$ cat src/rtl/fir_mac_engine.sv
// rtl/fir_mac_engine.sv - dual-channel FIR with one shared, time-multiplexed MAC
module fir_mac_engine #(
  parameter int DWIDTH = 24,
  parameter int CWIDTH = 16,
  parameter int NTAPS  = 8,
  parameter int TAW    = 3
) (
  input  logic                     clk,
  input  logic                     rst,
  input  logic                     fifo_empty,
  output logic                     fifo_rd,
  input  logic signed [DWIDTH-1:0] fifo_data1,
  input  logic signed [DWIDTH-1:0] fifo_data2,
  input  logic                     coef_wr,
  input  logic [TAW-1:0]           coef_addr,
  input  logic signed [CWIDTH-1:0] coef_data,
  output logic                     busy,
  output logic                     out_valid,
  input  logic                     out_ready,
  output logic signed [DWIDTH-1:0] out_data1,
  output logic signed [DWIDTH-1:0] out_data2
);

  localparam int PW = DWIDTH + CWIDTH;
  localparam int AW = DWIDTH + CWIDTH + TAW;
  localparam logic signed [AW-1:0] HALF = AW'(1) << (CWIDTH - 3);
  localparam logic signed [AW-1:0] MAXV = {{(AW-DWIDTH+1){1'b0}}, {(DWIDTH-1){1'b1}}};
  localparam logic signed [AW-1:0] MINV = {{(AW-DWIDTH+1){1'b1}}, {(DWIDTH-1){1'b0}}};
  localparam logic signed [CWIDTH-1:0] UNITY = CWIDTH'(1) << (CWIDTH - 2);

  typedef enum logic [1:0] {IDLE, MAC, RND, OUT} state_t;

  state_t                    state, state_nxt;
  logic signed [DWIDTH-1:0]  x1 [NTAPS];
  logic signed [DWIDTH-1:0]  x2 [NTAPS];
  logic signed [CWIDTH-1:0]  coef [NTAPS];
  logic [TAW-1:0]            k;
  logic signed [AW-1:0]      acc1, acc2;
  // A write landing on the pop edge is kept out of that sample by remembering the
  // coefficient it replaced and substituting it while this sample is computed.
  logic                      save_vld;
  logic [TAW-1:0]            save_addr;
  logic signed [CWIDTH-1:0]  save_data;
  logic signed [CWIDTH-1:0]  c_k;
  logic signed [PW-1:0]      prod1, prod2;

  function automatic logic signed [DWIDTH-1:0] rnd_sat(input logic signed [AW-1:0] a);
    logic signed [AW-1:0] s;
    s = (a + HALF) >>> (CWIDTH - 2);
    if (s > MAXV)      return MAXV[DWIDTH-1:0];
    else if (s < MINV) return MINV[DWIDTH-1:0];
    else               return s[DWIDTH-1:0];
  endfunction

  assign fifo_rd = (state == IDLE) && !fifo_empty && rst;
  assign busy    = (state != IDLE);
  assign c_k     = (save_vld && (save_addr == k)) ? save_data : coef[k];
  assign prod1   = PW'(x1[k]) * PW'(c_k);
  assign prod2   = PW'(x2[k]) * PW'(c_k);

  // State register
  always_ff @(posedge clk or negedge rst) begin
    if (!rst) state <= IDLE;
    else      state <= state_nxt;
  end

  // Next-state decode: pop, NTAPS MAC cycles, round, hold until accepted
  always_comb begin
    state_nxt = state;
    case (state)
      IDLE: if (fifo_rd) state_nxt = MAC;
      MAC:  if (k == TAW'(NTAPS - 1)) state_nxt = RND;
      RND:  state_nxt = OUT;
      OUT:  if (out_ready) state_nxt = IDLE;
      default: state_nxt = IDLE;
    endcase
  end

  // Datapath: delay lines, coefficient bank, accumulators and output register
  always_ff @(posedge clk or negedge rst) begin
    if (!rst) begin
      for (int i = 0; i < NTAPS; i++) begin
        x1[i]   <= '0;
        x2[i]   <= '0;
        coef[i] <= (i == 0) ? UNITY : '0;
      end
      k         <= '0;
      acc1      <= '0;
      acc2      <= '0;
      save_vld  <= 1'b0;
      save_addr <= '0;
      save_data <= '0;
      out_valid <= 1'b0;
      out_data1 <= '0;
      out_data2 <= '0;
    end else begin
      if ((state == IDLE) && coef_wr) coef[coef_addr] <= coef_data;
      case (state)
        IDLE: if (fifo_rd) begin
          x1[0] <= fifo_data1;
          x2[0] <= fifo_data2;
          for (int i = 1; i < NTAPS; i++) begin
            x1[i] <= x1[i-1];
            x2[i] <= x2[i-1];
          end
          acc1      <= '0;
          acc2      <= '0;
          k         <= '0;
          save_vld  <= coef_wr;
          save_addr <= coef_addr;
          save_data <= coef[coef_addr];
        end
        MAC: begin
          acc1 <= acc1 + AW'(prod1);
          acc2 <= acc2 + AW'(prod2);
          k    <= k + 1'b1;
        end
        RND: begin
          out_data1 <= rnd_sat(acc1);
          out_data2 <= rnd_sat(acc2);
          out_valid <= 1'b1;
        end
        OUT: if (out_ready) out_valid <= 1'b0;
        default: ;
      endcase
    end
  end

endmodule

$ cat config.mk
export PLATFORM = sky130hd
export DESIGN_NAME = fir_mac_engine
export DESIGN_NICKNAME = d
export VERILOG_FILES = /design/src/rtl/fir_mac_engine.sv
export SDC_FILE = /design/constraint.sdc
export NUM_CORES = 2
export LEC_CHECK = 0
export ABC_AREA = 1
export CELL_PAD_IN_SITES_DETAIL_PLACEMENT = 0
export CELL_PAD_IN_SITES_GLOBAL_PLACEMENT = 2
export CORE_ASPECT_RATIO = 0.6
export CORE_MARGIN = 10
export CORE_UTILIZATION = 41
export CTS_BUF_LIST = sky130_fd_sc_hd__clkbuf_8
export DETAILED_ROUTE_END_ITERATION = 10
export DONT_BUFFER_PORTS = 1
export GPL_ROUTABILITY_DRIVEN = 0
export PLACE_DENSITY_LB_ADDON = 0.1
export SLEW_MARGIN = 20
export SYNTH_ARGS = -nofsm -noshare
export SYNTH_HDL_FRONTEND = slang
export SYNTH_SLANG_ARGS = --single-unit
$ cat constraint.sdc
create_clock -name clk -period 7.8 [get_ports clk]
set_input_delay 1.17 -clock clk [delete_from_list [all_inputs] [get_ports clk]]
set_output_delay 1.17 -clock clk [all_outputs]
set_load 0.03 [all_outputs]
* Yosys cells after proc, flatten, opt, wreduce, memory -nomap -nowiden *
Index checks and enable logic that the tools add are counted.
Widths: inputs -> output; s select.

word-level totals
  flip-flop bits (word level) = 672
  input port bits = 72
  output and inout port bits = 51
  logic and storage cells = 103

operators by class
  $add $sub $neg = 5
  multipliers = 2
  order comparisons = 7
  equality and inequality tests = 8
  mux-type cells = 31
  bitwise operators = 2
  reduce and logical (&&, ||, !) cells = 14

operator list
  cell                    count
  $mux 24                 8
  $pmux 43 s2             2
  $bmux 24 s3             2
  $bwmux 128              1
  $bmux 16 s3             2
  $mux 16                 6
  $add 43x15->43 const B  2
  $add 43x40->43          2
  $mul 24x16->40          2
  $gt 29x24->1 const B    2
  $lt 29x24->1 const B    2
  $demux 16 s3            1
  $mux 43                 1
  $ge 4x4->1 const B      2
  $not 3->4               2
  $pmux 2 s4              1
  $mux 2                  3
  $ne 2x2->1 const B      3
  $pmux 3 s2              1
  $reduce_and 2->1        3
  $reduce_bool 2->1       3
  $logic_and 1x1->1       5
  $eq 2x2->1 const B      2
  $lt 4x1->1 const B      1
  10 further kinds        10

* Longest topological paths before layout *
  depth in word-level cells = 8
  mapped depth = 38
  mapped depth without buffers = 36

* Least setup slack after synthesis *
No wires, ideal clock.

  path type = flip-flop to flip-flop
  start point = register k[0]
  end point = register acc2[41]
  library setup time = 0.117 ns
  data arrival time = 6.584 ns
  data required time = 7.683 ns
  setup slack = 1.099 ns
  stages on the path, launching flop included = 32
  path buffers = 4
  period minus slack after synthesis = 6.701 ns
  cells stage by stage = dfrtp_1 buf_4 buf_6 buf_4 o21ai_0 nand2_1 o21ai_1 buf_4 inv_2 nor2_1 inv_1 fa_1 inv_1 fa_1 inv_1 fa_1 inv_1 fa_1 fa_1 inv_1 fa_1 inv_1 ha_1 inv_1 nor3_1 nand2_1 nor3_1 nand4_1 nand3_1 nand2_1 nand3_1 nand2_1

between the ends
  word-level cells in the longest chain between the ends = 8
  elaborated cells on any way between the ends = 13
  classes of those cells = add/sub (1); mul (1); eq/ne (1); mux (8); bitwise (1); reduce/logical (1)

RTL lines
  element                                      line    text
  start: declaration                           37      logic [TAW-1:0] k;
  start signal: assignment                     116     k <= k + 1'b1;
  $not 3->4 (not written as such)              57, 59
  $bmux 16 s3                                  57      assign c_k = (save_vld && (save_addr == k)) ? save_data : coef[k];
  $mux 16 (not written as such) (2 in series)  57
  $mux 16                                      57
  $mul 24x16->40 (*)                           59      assign prod2 = PW'(x2[k]) * PW'(c_k);
  $add 43x40->43 (*)                           115     acc2 <= acc2 + AW'(prod2);
  $pmux 43 s2 (*)                              98      case (state)
  end signal: assignment                       115
  end: declaration                             38      logic signed [AW-1:0] acc1, acc2;

Every way passes the cells marked *; elsewhere a longest branch is shown, timed or not. The select of a mux whose other input is x is not followed.
A chain may end at the register's enable or synchronous reset.

* Worst setup path in the final report *
  start point = register k[2]
  end point = register acc2[36]

The elaborated chain is that of the path after synthesis.

==> impl_metrics.py <==
metrics = {
    "hold_path": {
        "holdCritPathClass": "primary input to async pin",
    },
    "run_status": {
        "status": "complete, no violations",
    },
    "global_routing": {
        "track_usage_pct": 25.6,
        "antenna_found_initial": 6,
        "grt_pass1_wl_um": 340000,
        "grt_max_degree": 524,
        "grt_pass1_vias": 53700,
        "overflow": 0,
    },
    "place": {
        "place_hpwl_um": 166000,
        "dpl-instance-area_sq_um": 67300,
        "dp.cells": 9997,
        "port_buffers": 0,
    },
    "logic_synthesis": {
        "synth_top_family_by_area": "adder cells",
        "synthesis.area_sq_um": 64000,
        "synth_top_area_share_pct": 26.9,
        "synth-edff-count": 0,
        "postSynthAreaPerCell_sq_um": 7.98,
        "synthMuxAreaShare_pct": 0,
        "yosysSeqAreaShare_pct": 26.3,
        "synthCells": 8019,
        "ys_types": 57,
        "synthAdderAreaFrac_pct": 31.8,
        "async_flop_share_pct": 100,
        "synth-simple-area-share_pct": 18.4,
        "synth-compound-area-share_pct": 11.4,
        "ys_warn_count": 0,
        "yosys.area.top_type": "fa_1",
        "synth_area_leaders": "fa_1, dfrtp_1, nand2_1, inv_1, o21ai_0",
        "ys_ff_latch": 672,
        "synth_nets": 9200,
        "yosys.area_share.xor_xnor_pct": 0.860,
        "synth_ff_type": "dfrtp_1",
    },
    "worst_setup_path": {
        "arrival_ns": 8.34,
        "reg2reg_from": "k[2]",
        "endpoint_kind": "register",
        "required_ns": 8.52,
        "worstPathMaxFanout": 64,
        "r2r_end": "acc2[36]",
        "startpoint_type": "register",
        "critPathSlowestCell": "fa_1",
        "max_stage_delay_ns": 0.65,
        "cpMostUsedCell": "fa_1",
        "crit_path_start": "k[2]",
        "worstSetupPathType": "register to register",
        "reg2reg_slack_ns": 0.18,
        "rr_worst_depth": 28,
    },
    "sta": {
        "max_slew_margin_pct": 30.2,
        "period_minus_slack_ns": 7.62,
        "tightestPinTransition_ns": 1.05,
        "skew_ns": 0.0791,
        "setup_viol": 0,
        "finalSetupTns_ns": 0,
        "final.period_utilization_pct": 97.7,
        "hold_viol_final": 0,
        "finalMaxSlewViolations": 0,
        "fmax_mhz": 131,
    },
    "floorplan": {
        "ios": 123,
        "die_area_sq_um": 173000,
        "fp.dieH_um": 326,
        "core_sq_um": 155000,
        "rows": 112,
        "initial_utilization_pct": 41.2,
        "dieWidth_um": 530,
    },
    "detailed_routing": {
        "firstDrtPassIters": 6,
        "wl_met1_um": 108000,
        "ant_nets": 0,
        "top_layer_used": "met5",
        "drt-total-wl_um": 221000,
        "route.met2.wl_um": 84500,
        "drt_first_iter_violations": 4880,
        "route.met3.wl_um": 22800,
        "drc_errors": 0,
        "dr_total_vias": 53000,
        "vias_per_cell": 5.18,
        "wl_per_cell_um": 21.6,
    },
    "final_layout": {
        "layout_commonest_cell": "nand2_1",
        "drive_above_1_share_pct": 7.48,
        "final_nets": 9250,
        "layoutNonFillerInstCount": 10200,
        "mostFrequentLayoutCells": "nand2_1, inv_1, o21ai_0",
        "fill_cells": 15700,
        "postLayoutCellArea_sq_um": 70400,
        "area_growth_syn_to_layout_pct": 10.1,
    },
    "clock_network": {
        "htreeDepth": 3,
        "cts_tree": "done",
        "cts-buffers-inserted": 112,
        "cts_root_buf": "clkbuf_8",
        "cts.clk_slew.worst_paths_ns": 0.07,
        "clock_latency_ns": 0.89,
        "ctsLongestPathBuffers": 3,
        "clock_sinks": 672,
    },
    "run": {
        "maxCapViolCount": 0,
    },
}
[worst max-delay path, delay by kind of cell (launching register included)]
kind            cells  cell delay (ns)
compound gates      5             1.37
fa+ha+maj           7             3.52
buf+inv             9             1.34
flops               1             0.50
simple gates        7             0.72
[stage by stage]
stage	setup slack (ns)	util, %	hold WS, ns
2_1_floorplan	1.10	-	0.436
3_3_place_gp	0.0146	43.4	0.466
3_5_place_dp	0.0258	43.4	0.473
4_1_cts	0.0852	45.2	0.0179
5_1_grt	-0.00708	45.4	0.294
6_report	0.180	45.4	0.275
[sequential cells by signal, summed over array words and instances, names as in the netlist]
signal and cells:
acc1 43, acc2 43, coef 128, k 3, out_data1 24, out_data2 24
out_valid 1, save_addr 3, save_data 16, save_vld 1, state 2, x1 192
x2 192
[cells by family after synthesis]
logic type                 after synthesis
AOI/OAI and AO/OA                     1383
and+or+nand+nor                       2999
DFF                                    672
buffers and inverters                 1794
xor gates and xnor gates                62
adders and majority gates             1109
[final cells by class]
class                   instances  area [sq um]  share of cell area [%]
repair buffers                276          2700                    3.83
repair inverters                1          8.76                  0.0124
inverters                    1453          5490                    7.79
diodes                          5          12.5                  0.0178
multi-input cells            5553         40100                    56.9
flip-flops and latches        672         16800                    23.9
well taps                    2052          2570                    3.64
clock buffers                 156          2150                    3.05
clock inverters                53           577                   0.819
[repair_timing]
action,in CTS,in global routing
hold endpoints to repair,145,0
hold buffers,2,0
cloned,0,3
pin swaps,0,0
setup buffers,0,1
gates resized for setup,2,38
endpoints found under the setup margin,2,38
[Yosys cell counts, types with 4 or more instances]
cell,number
a211oi_1,4
nor3_1,28
a221oi_1,21
clkbuf_1,182
buf_6,26
o21ai_1,11
buf_4,26
buf_1,15
nand3_1,180
xnor2_1,18
nand4_1,22
o21ai_0,885
nand3b_1,4
nand2_2,24
nor2_4,6
o21bai_1,16
nand2_1,2034
inv_1,1391
a31oi_1,8
inv_2,58
o22ai_1,13
o31ai_1,4
nor2_2,6
o221ai_1,9
a21oi_1,363
or2_2,7
fa_1,860
xor2_1,43
nor2_1,673
buf_2,88
a221o_1,8
ha_1,249
a22o_1,21
o211ai_1,5
dfrtp_1,671
[worst max-delay path by stage]
stage | end
floorplan | acc2[41]
global placement | acc2[36]
detailed placement | acc1[42]
CTS | acc1[42]
global route | acc2[41]
finish | acc2[36]
[per-layer routing]
metal,vias up,GRT usage [%]
met5,-,0
met4,10,5.69
met3,255,8.19
met2,2009,34.3
met1,26100,39.4
li1,24700,-
Power is left out: the tool's default activity adds up to more than one toggle a clock period on the data nets, which glitch-free logic cannot reach.
